==> config.mk <==
export PLATFORM = sky130hd
export DESIGN_NAME = ext_irq_ctrl
export DESIGN_NICKNAME = d
export VERILOG_FILES = /design/src/rtl/irqc_pkg.sv /design/src/rtl/irq_edge_sync.sv /design/src/rtl/ext_irq_ctrl.sv
export SDC_FILE = /design/constraint.sdc
export NUM_CORES = 1
export LEC_CHECK = 0
export ABC_AREA = 1
export CAP_MARGIN = 20
export CORE_MARGIN = 2
export CORE_UTILIZATION = 30
export DETAILED_ROUTE_END_ITERATION = 8
export GPL_TIMING_DRIVEN = 0
export PLACE_DENSITY = 0.52
export SLEW_MARGIN = 20
export SYNTH_ARGS = -nofsm -noshare
export SYNTH_HDL_FRONTEND = slang
export SYNTH_SLANG_ARGS = --single-unit
export TNS_END_PERCENT = 20
==> constraint.sdc <==
create_clock -name clk -period 2.6 [get_ports clk]
set_clock_uncertainty 0.2 [all_clocks]
set_input_delay 0.52 -clock clk [delete_from_list [all_inputs] [get_ports clk]]
set_output_delay 0.52 -clock clk [all_outputs]
set_load 0.02 [all_outputs]
==> src/rtl/irqc_pkg.sv <==
// irqc_pkg: shared types, defaults and priority encoder for the external interrupt controller.
//   irqc_state_t   : FSM encoding (IDLE / REQ / SVC)
//   IRQC_N_SRC_DEF : default number of interrupt source lines
//   prio_enc       : index of the lowest set bit of a 16-bit vector (0 when empty)
package irqc_pkg;

    typedef enum logic [1:0] {IRQC_IDLE, IRQC_REQ, IRQC_SVC} irqc_state_t;

    localparam int IRQC_N_SRC_DEF = 8;

    function automatic logic [3:0] prio_enc(input logic [15:0] vec);
        prio_enc = 4'd0;
        for (int i = 15; i >= 0; i--)
            if (vec[i]) prio_enc = 4'(i);
    endfunction

endpackage

==> src/rtl/irq_edge_sync.sv <==
// irq_edge_sync: per-line 2-FF synchronizer plus previous-value flop, rising-edge detect.
//   clk    in  rising-edge clock
//   reset  in  synchronous, active-high
//   d_i    in  W asynchronous lines
//   edge_o out W one-cycle pulse per synchronized rising edge (s2 & ~s3)
module irq_edge_sync #(
    parameter int W = 8
) (
    input  logic         clk,
    input  logic         reset,
    input  logic [W-1:0] d_i,
    output logic [W-1:0] edge_o
);

    logic [W-1:0] s1_q, s2_q, s3_q, s1_d, s2_d, s3_d;

    always_comb begin
        s1_d   = d_i;
        s2_d   = s1_q;
        s3_d   = s2_q;
        edge_o = s2_q & ~s3_q;
    end

    always_ff @(posedge clk) begin
        if (reset) begin
            s1_q <= '0;
            s2_q <= '0;
            s3_q <= '0;
        end else begin
            s1_q <= s1_d;
            s2_q <= s2_d;
            s3_q <= s3_d;
        end
    end

endmodule

==> src/rtl/ext_irq_ctrl.sv <==
// ext_irq_ctrl: external interrupt requester for the LEGv8 core (ExtIRQ/ExtIAck handshake).
//   clk        in   rising-edge clock
//   reset      in   synchronous, active-high
//   src_i      in   N_SRC asynchronous peripheral lines, rising edge latched as pending
//   ExtIAck    in   acknowledge from the controller
//   eret_i     in   handler return
//   ExtIRQ     out  interrupt request, high only in REQ
//   irq_id     out  ID_W index of the requested/in-service source
//   pending_o  out  N_SRC pending bits
//   irq_ovf    out  sticky: edge arrived on an already-pending source
//   mask_we    in   (IRQC_MASK_EN only) mask register write enable
//   mask_wdata in   (IRQC_MASK_EN only) N_SRC mask value, 1 = may arbitrate
// Optional feature macro: IRQC_MASK_EN.
module ext_irq_ctrl
    import irqc_pkg::*;
#(
    parameter int N_SRC = IRQC_N_SRC_DEF,
    parameter int ID_W  = 3
) (
    input  logic             clk,
    input  logic             reset,
    input  logic [N_SRC-1:0] src_i,
    input  logic             ExtIAck,
    input  logic             eret_i,
`ifdef IRQC_MASK_EN
    input  logic             mask_we,
    input  logic [N_SRC-1:0] mask_wdata,
`endif
    output logic             ExtIRQ,
    output logic [ID_W-1:0]  irq_id,
    output logic [N_SRC-1:0] pending_o,
    output logic             irq_ovf
);

    irqc_state_t      state_q, state_d;
    logic [N_SRC-1:0] edge_w, pending_q, pending_d, eligible, clr;
    logic [ID_W-1:0]  irq_id_q, irq_id_d;
    logic             ovf_q, ovf_d, grant, ack;

    irq_edge_sync #(.W(N_SRC)) u_sync (
        .clk    (clk),
        .reset  (reset),
        .d_i    (src_i),
        .edge_o (edge_w)
    );

`ifdef IRQC_MASK_EN
    logic [N_SRC-1:0] mask_q, mask_d;
    always_comb begin
        mask_d   = mask_we ? mask_wdata : mask_q;
        eligible = pending_q & mask_q;
    end
    always_ff @(posedge clk) begin
        if (reset) mask_q <= '1;
        else       mask_q <= mask_d;
    end
`else
    always_comb eligible = pending_q;
`endif

    always_ff @(posedge clk) begin
        if (reset) begin
            state_q   <= IRQC_IDLE;
            irq_id_q  <= '0;
            pending_q <= '0;
            ovf_q     <= 1'b0;
        end else begin
            state_q   <= state_d;
            irq_id_q  <= irq_id_d;
            pending_q <= pending_d;
            ovf_q     <= ovf_d;
        end
    end

    // An edge landing on the bit being cleared wins, so the source stays pending.
    always_comb begin
        grant     = (state_q == IRQC_IDLE) && (|eligible);
        ack       = (state_q == IRQC_REQ) && ExtIAck;
        state_d   = grant ? IRQC_REQ :
                    ack ? IRQC_SVC :
                    (state_q == IRQC_SVC && eret_i) ? IRQC_IDLE : state_q;
        irq_id_d  = grant ? ID_W'(prio_enc(16'(eligible))) : irq_id_q;
        clr       = ack ? (N_SRC'(1) << irq_id_q) : '0;
        pending_d = (pending_q & ~clr) | edge_w;
        ovf_d     = ovf_q | (|(edge_w & pending_q));
    end

    always_comb begin
        ExtIRQ    = (state_q == IRQC_REQ);
        irq_id    = irq_id_q;
        pending_o = pending_q;
        irq_ovf   = ovf_q;
    end

endmodule

==> metrics.txt, run 1 <==
status=finished, final reports clean; layout cells sized above 1=approximately 9%; GRT Util Overall=11.72%; Top Ports=25; RePlAce Congestion=0.7409; Clock Latency Late Sink=0.30 ns; Die ar.=0.005366 mm2; wirelength, routed=2771 um; total grt overflow=0; final core occ=about 40%; ANT cells=0; ANT nets after route=0; row count=25; routed len/inst=10.04 um; chip width=73.26 um; period utilization=between 80% and 90%; routed vias/inst=4.228; Crit Path Class=reg2out; largest family of logic cells by synthesized area=simple AND/OR/NAND/NOR gates; FILL cells=around 500; Worst Path Arrival=1.48 ns; Post-CTS Hold Fix Bufs=0; sequential share of the synthesized area=52.87%; Max-Cap Viols=0; syn_area_per_cell=7.533 um2; initial DRC count=38; Core ar.=0.004661 mm2; Power, Total=1.342 mW; Setup WS pre-CTS=~0.7 ns; CTS Buf Count=5; Synth Area in Simple Gates=between 20% and 30%; DRC viols=0; clock sinks=38; mux cell area share after synthesis=0%; Worst Reg-to-Reg Cells=5; root buf cell=clkbuf_8; EDFF count, synth=0; CP delay by family, top=buffers and inverters; Synth Area in XOR/XNOR=0%; Buffers on Ports=23; reg2reg end=pending_o[3]; total area of sequential cells=760.7 um2; vias in the first global route=approximately 1000; CP Launch Type=flip-flop; Final min period=approximately 2.2 ns; Leakage Power=0.7657 nW; CTS tree=yes; Worst VDD drop=258.4 uV; max-slew violations=0; hpwl dp=1942 um; slowest CP cell=clkdlybuf4s50_1; Primary FF master, synth=dfxtp_1; crit path capture=ExtIRQ; Initial Util=30.87%; Hold Vio Cnt, Final=0; post-CTS setup-driven buffer insertion count=0; slowest stage delay, CP=0.63 ns; CTS resizes=0; fmax=453.9 MHz; worst r2r src=state_q[0]; hold_ws=0.2022 ns; Post-synth ARST share=0%; clock slew at reported path FFs=0.08 ns; Yosys cell types=19; crit path buf inv count=2; critical path depth=3; Area Overhead vs Synth=28.61%; flop-to-flop setup slack=roughly 1.2 ns; area of the mapped netlist=0.001439 mm2; worst min path class=reg2reg; area share of fa/ha/maj cells after synthesis=0%; vias post-DR=1167; critical-path cell list=inv_1 -> nor2_1 -> clkdlybuf4s50_1; initial antenna violation count=0; Post-Syn Instances=between 150 and 200; Worst setup EP type=output pin; Rel. slew slack=79.35%; Worst Path Max Fanout=3; first-pass GRT wire length=4567 um; First-pass DRT Iterations=4; Final TNS setup=0 ns; Die Span Y=73.26 um; area of the multi-input gates=493.0 um2; pin count of the biggest net entering global routing=14; Data required, critical path=~1.9 ns; Synth Register Bits=38; final setup margin=0.3968 ns; CTS H-tree lvls=2; nets=233; synth warn=0; complex-gate fraction of the synthesized area=9.565%; final setup fails=0; critical path startpoint=state_q[0]; Synth Net Count=203; pwr/cell area=725.2 mW/mm2; Worst-Margin Slew=just over 0.3 ns; CTS Buffer Depth=2; RSZ-0062 raised after global routing=false
kinds of logic (layout without fill, tap and decap cells):
group	Yosys count	count (layout)
flops	38	38
compound gates	24	24
simple gates	81	81
buf+inv	48	79
cells in the mapped netlist (2+ instances only):
library cell / n / area share (%)
nand2_1: 20 / 5.2
inv_1: 44 / 11
a21oi_1: 10 / 3.5
o21ai_0: 9 / 3.1
nand2_2: 3 / 1.3
o21ai_1: 2 / 0.70
dfxtp_1: 38 / 53
nand3_1: 20 / 7.0
buf_2: 4 / 1.4
nor2_1: 32 / 8.3
layout make-up:
| type | count | share of cell area, % |
|---|---|---|
| multi-input combinational | 105 | 26.64 |
| clock inverter | 3 | 2.434 |
| clock buffer | 5 | 3.719 |
| inverter | 44 | 8.925 |
| tap | 54 | 3.651 |
| buffer | 4 | 1.082 |
| timing repair buffer | 23 | 12.44 |
| sequential | 38 | 41.11 |
state kept, by name, summed over array words and instances, names as in the netlist:
| register | cells |
|---|---|
| pending_o | 8 |
| u_sync.s1_q | 8 |
| u_sync.s2_q | 8 |
| u_sync.s3_q | 8 |
| irq_id | 3 |
| state_q | 2 |
| irq_ovf | 1 |
worst register-to-register path: stages (launching register included):
cell     delay, ns
dfxtp_1       0.36
inv_1         0.06
nor2_1        0.14
nand2_2       0.16
o21ai_0       0.25
a21oi_1       0.09
where the power goes:
group          total (mW)  internal, mW  switching, mW
Clock               0.508         0.285          0.223
Combinational       0.188        0.0832          0.105
Sequential          0.646         0.615         0.0315
placed cells by master (no fill, tap or decap), drive strengths merged:
master / netlist / layout
buf: 4 / 4
bufinv: 0 / 1
clkinvlp: 0 / 2
nand2: 23 / 23
nor2: 34 / 34
o21bai: 1 / 1
o21ai: 12 / 12
or2: 2 / 2
clkbuf: 0 / 5
a21oi: 11 / 11
clkdlybuf4s50: 0 / 23
dfxtp: 38 / 38
nor3: 1 / 1
nand3: 20 / 20
inv: 44 / 44
nand4: 1 / 1
metal layers:
layer | track usage, % | up-vias | wire, um
li1 | - | 633 | -
met4 | 6.173 | 0 | 57
met3 | 4.938 | 6 | 162
met2 | 17.82 | 26 | 1214
met5 | 0 | - | 0
met1 | 14.04 | 502 | 1336
worst min-delay path by stage:
stage | startpoint | to | cells after the start
CTS | u_sync.s1_q[4] | u_sync.s2_q[4] | 2
floorplan | u_sync.s1_q[0] | u_sync.s2_q[0] | 2
global route | u_sync.s1_q[4] | u_sync.s2_q[4] | 2
detailed placement | u_sync.s1_q[4] | u_sync.s2_q[4] | 2
global placement | u_sync.s1_q[0] | u_sync.s2_q[0] | 2
finish | u_sync.s1_q[4] | u_sync.s2_q[4] | 2
through the flow:
stage          instances  instance area, um2
2_1_floorplan        191                1439
5_1_grt              276                1851
4_1_cts              276                1851
3_5_place_dp         268                1737
6_report             276                1851
3_3_place_gp         268                1737
Note: power is estimated with default switching activity, not from simulation.
==> inputs of run 2 (changes only) <==
==> constraint.sdc (replaced) <==
create_clock -name clk -period 2.2 [get_ports clk]
set_clock_uncertainty 0.2 [all_clocks]
set_input_delay 0.44 -clock clk [delete_from_list [all_inputs] [get_ports clk]]
set_output_delay 0.44 -clock clk [all_outputs]
set_load 0.02 [all_outputs]
==> metrics.txt, run 2 (synthesis results as in run 1) <==
chip width=73.26 um (unchanged); routed len/inst=10.04 um (about the same); ANT cells=0 (unchanged); reg2reg end=pending_o[3]; Clock Latency Late Sink=0.30 ns (about the same); Data required, critical path=1.56 ns (-0.32 ns); met1 GRT Util=14.04% (unchanged); root buf cell=clkbuf_8; nets=233 (unchanged); RSZ-0062 raised after global routing=false; CTS tree=yes; total grt overflow=0 (unchanged); GRT Util Overall=11.72% (unchanged); clock slew at reported path FFs=0.08 ns (about the same); Final min period=~2.1 ns; initial DRC count=38 (unchanged); Core ar.=0.004661 mm2 (unchanged); GRT busiest layer=met2; final setup fails=0 (unchanged); fmax=479.7 MHz; pin count of the biggest net entering global routing=14 (unchanged); commonest non-fill, non-tap cell in the layout=inv_1; Top Ports=25 (unchanged); Hold Vio Cnt, Final=0 (unchanged); First-pass DRT Iterations=4 (unchanged); hpwl dp=1942 um (unchanged); hold endpoint=u_sync.s2_q[4]; area post-placement=0.001737 mm2 (unchanged); vias post-DR=1167 (unchanged); most frequent cells in the layout=inv_1 (44), dfxtp_1 (38), nor2_1 (32); Worst VDD drop=305.3 uV (+18%); met3 Use GR=4.938% (unchanged); CTS Buffer Depth=2 (unchanged); Worst Path Max Fanout=7 (+4); Max-Cap Viols=0 (unchanged); worst min path class=reg2reg; hold depth=2 (unchanged); CP Launch Type=flip-flop; Rel. slew slack=79.35% (unchanged); critical-path cell list=clkdlybuf4s50_1; pwr/cell area=855.4 mW/mm2 (+18%); Worst setup EP type=output pin; worst r2r src=state_q[0]; Area Overhead vs Synth=28.78%; grt met2 use=17.82% (unchanged); DRC viols=0 (unchanged); Die Span Y=73.26 um (unchanged); slowest stage delay, CP=0.66 ns (+0.03 ns); max-slew violations=0 (unchanged); Die ar.=0.005366 mm2 (unchanged); wirelength, routed=2772 um (about the same); status=finished, final reports clean; RePlAce Congestion=0.7409 (unchanged); slowest CP cell=clkdlybuf4s50_1; CP delay by family, top=buffers and inverters; layout cells sized above 1=9.009% (unchanged); crit path buf inv count=1 (-1); Crit Path Class=reg2out; vias in the first global route=1009 (unchanged); Initial Util=30.87% (unchanged); post-route cell area=0.001853 mm2 (+0.14%); ANT nets after route=0 (unchanged); row count=25 (unchanged); CTS Buf Count=5 (unchanged); clock sinks=38 (unchanged); Post-CTS Hold Fix Bufs=0 (unchanged); routed vias/inst=4.228 (unchanged); Worst Reg-to-Reg Cells=5 (unchanged); Worst Path Arrival=1.44 ns (-0.04 ns); initial antenna violation count=0 (unchanged); hold path start=u_sync.s1_q[4]; CTS H-tree lvls=2 (unchanged); first-pass GRT wire length=4567 um (unchanged); Leakage Power=0.7794 nW (+1.8%); period utilization=94.75%; Final TNS setup=0 ns (unchanged); Worst-Margin Slew=0.3086 ns (unchanged); flop-to-flop setup slack=0.84 ns (-0.39 ns); Buffers on Ports=23 (unchanged)
run 2: repair_timing:
item / in CTS / in global routing
endpoints found under the hold margin: 0 / 0
setup endpoints to repair: 0 / 1
resized for setup: 0 / 1
buffers inserted: 0 / 0
run 2: area by class of cell:
type                    instances  area [um2]
flip-flops and latches         38       760.7
well taps                      54       67.56
repair buffers                 23       232.7
plain buffers                   4       20.02
clock buffers                   5       68.82
clock inverters                 3       45.04
multi-input cells             105       493.0
inverters                      44       165.2
fillers                       496        2808
run 2: report_power, final:
group | internal (mW) | switching [mW] | leakage (nW)
combinational | 0.0976 | 0.123 | 0.417
clock | 0.337 | 0.263 | 0.0504
sequential | 0.727 | 0.0372 | 0.312
total | 1.16 | 0.424 | 0.779
run 2: through the flow:
step	utilization (%)	setup WS (ns)	power [mW]	hold slack, ns	std cells
final	39.76	0.1154	1.585	0.2022	276
after global routing	39.76	0.05407	1.670	0.2114	276
after CTS	39.70	0.06019	1.609	0.2044	276
after detailed placement	37.26	0.3993	1.004	0.1939	268
after global placement	37.26	0.4086	1.002	0.1887	268
after floorplan	-	0.7540	0.9135	0.1883	191
run 2: routing by layer:
metal | up-vias | wire length (um)
met5 | - | 0
met3 | 6 | 164
met2 | 26 | 1214
li1 | 633 | -
met4 | 0 | 57
met1 | 502 | 1336
run 2: worst max path at each step:
stage / start / end / cells past startpoint
after floorplan: state_q[0] / pending_o[0] / 5
after global placement: state_q[0] / ExtIRQ / 3
after detailed placement: state_q[0] / ExtIRQ / 3
after CTS: state_q[0] / ExtIRQ / 3
after global routing: irq_id[0] / irq_id[0] / 1
final: irq_id[2] / irq_id[2] / 1
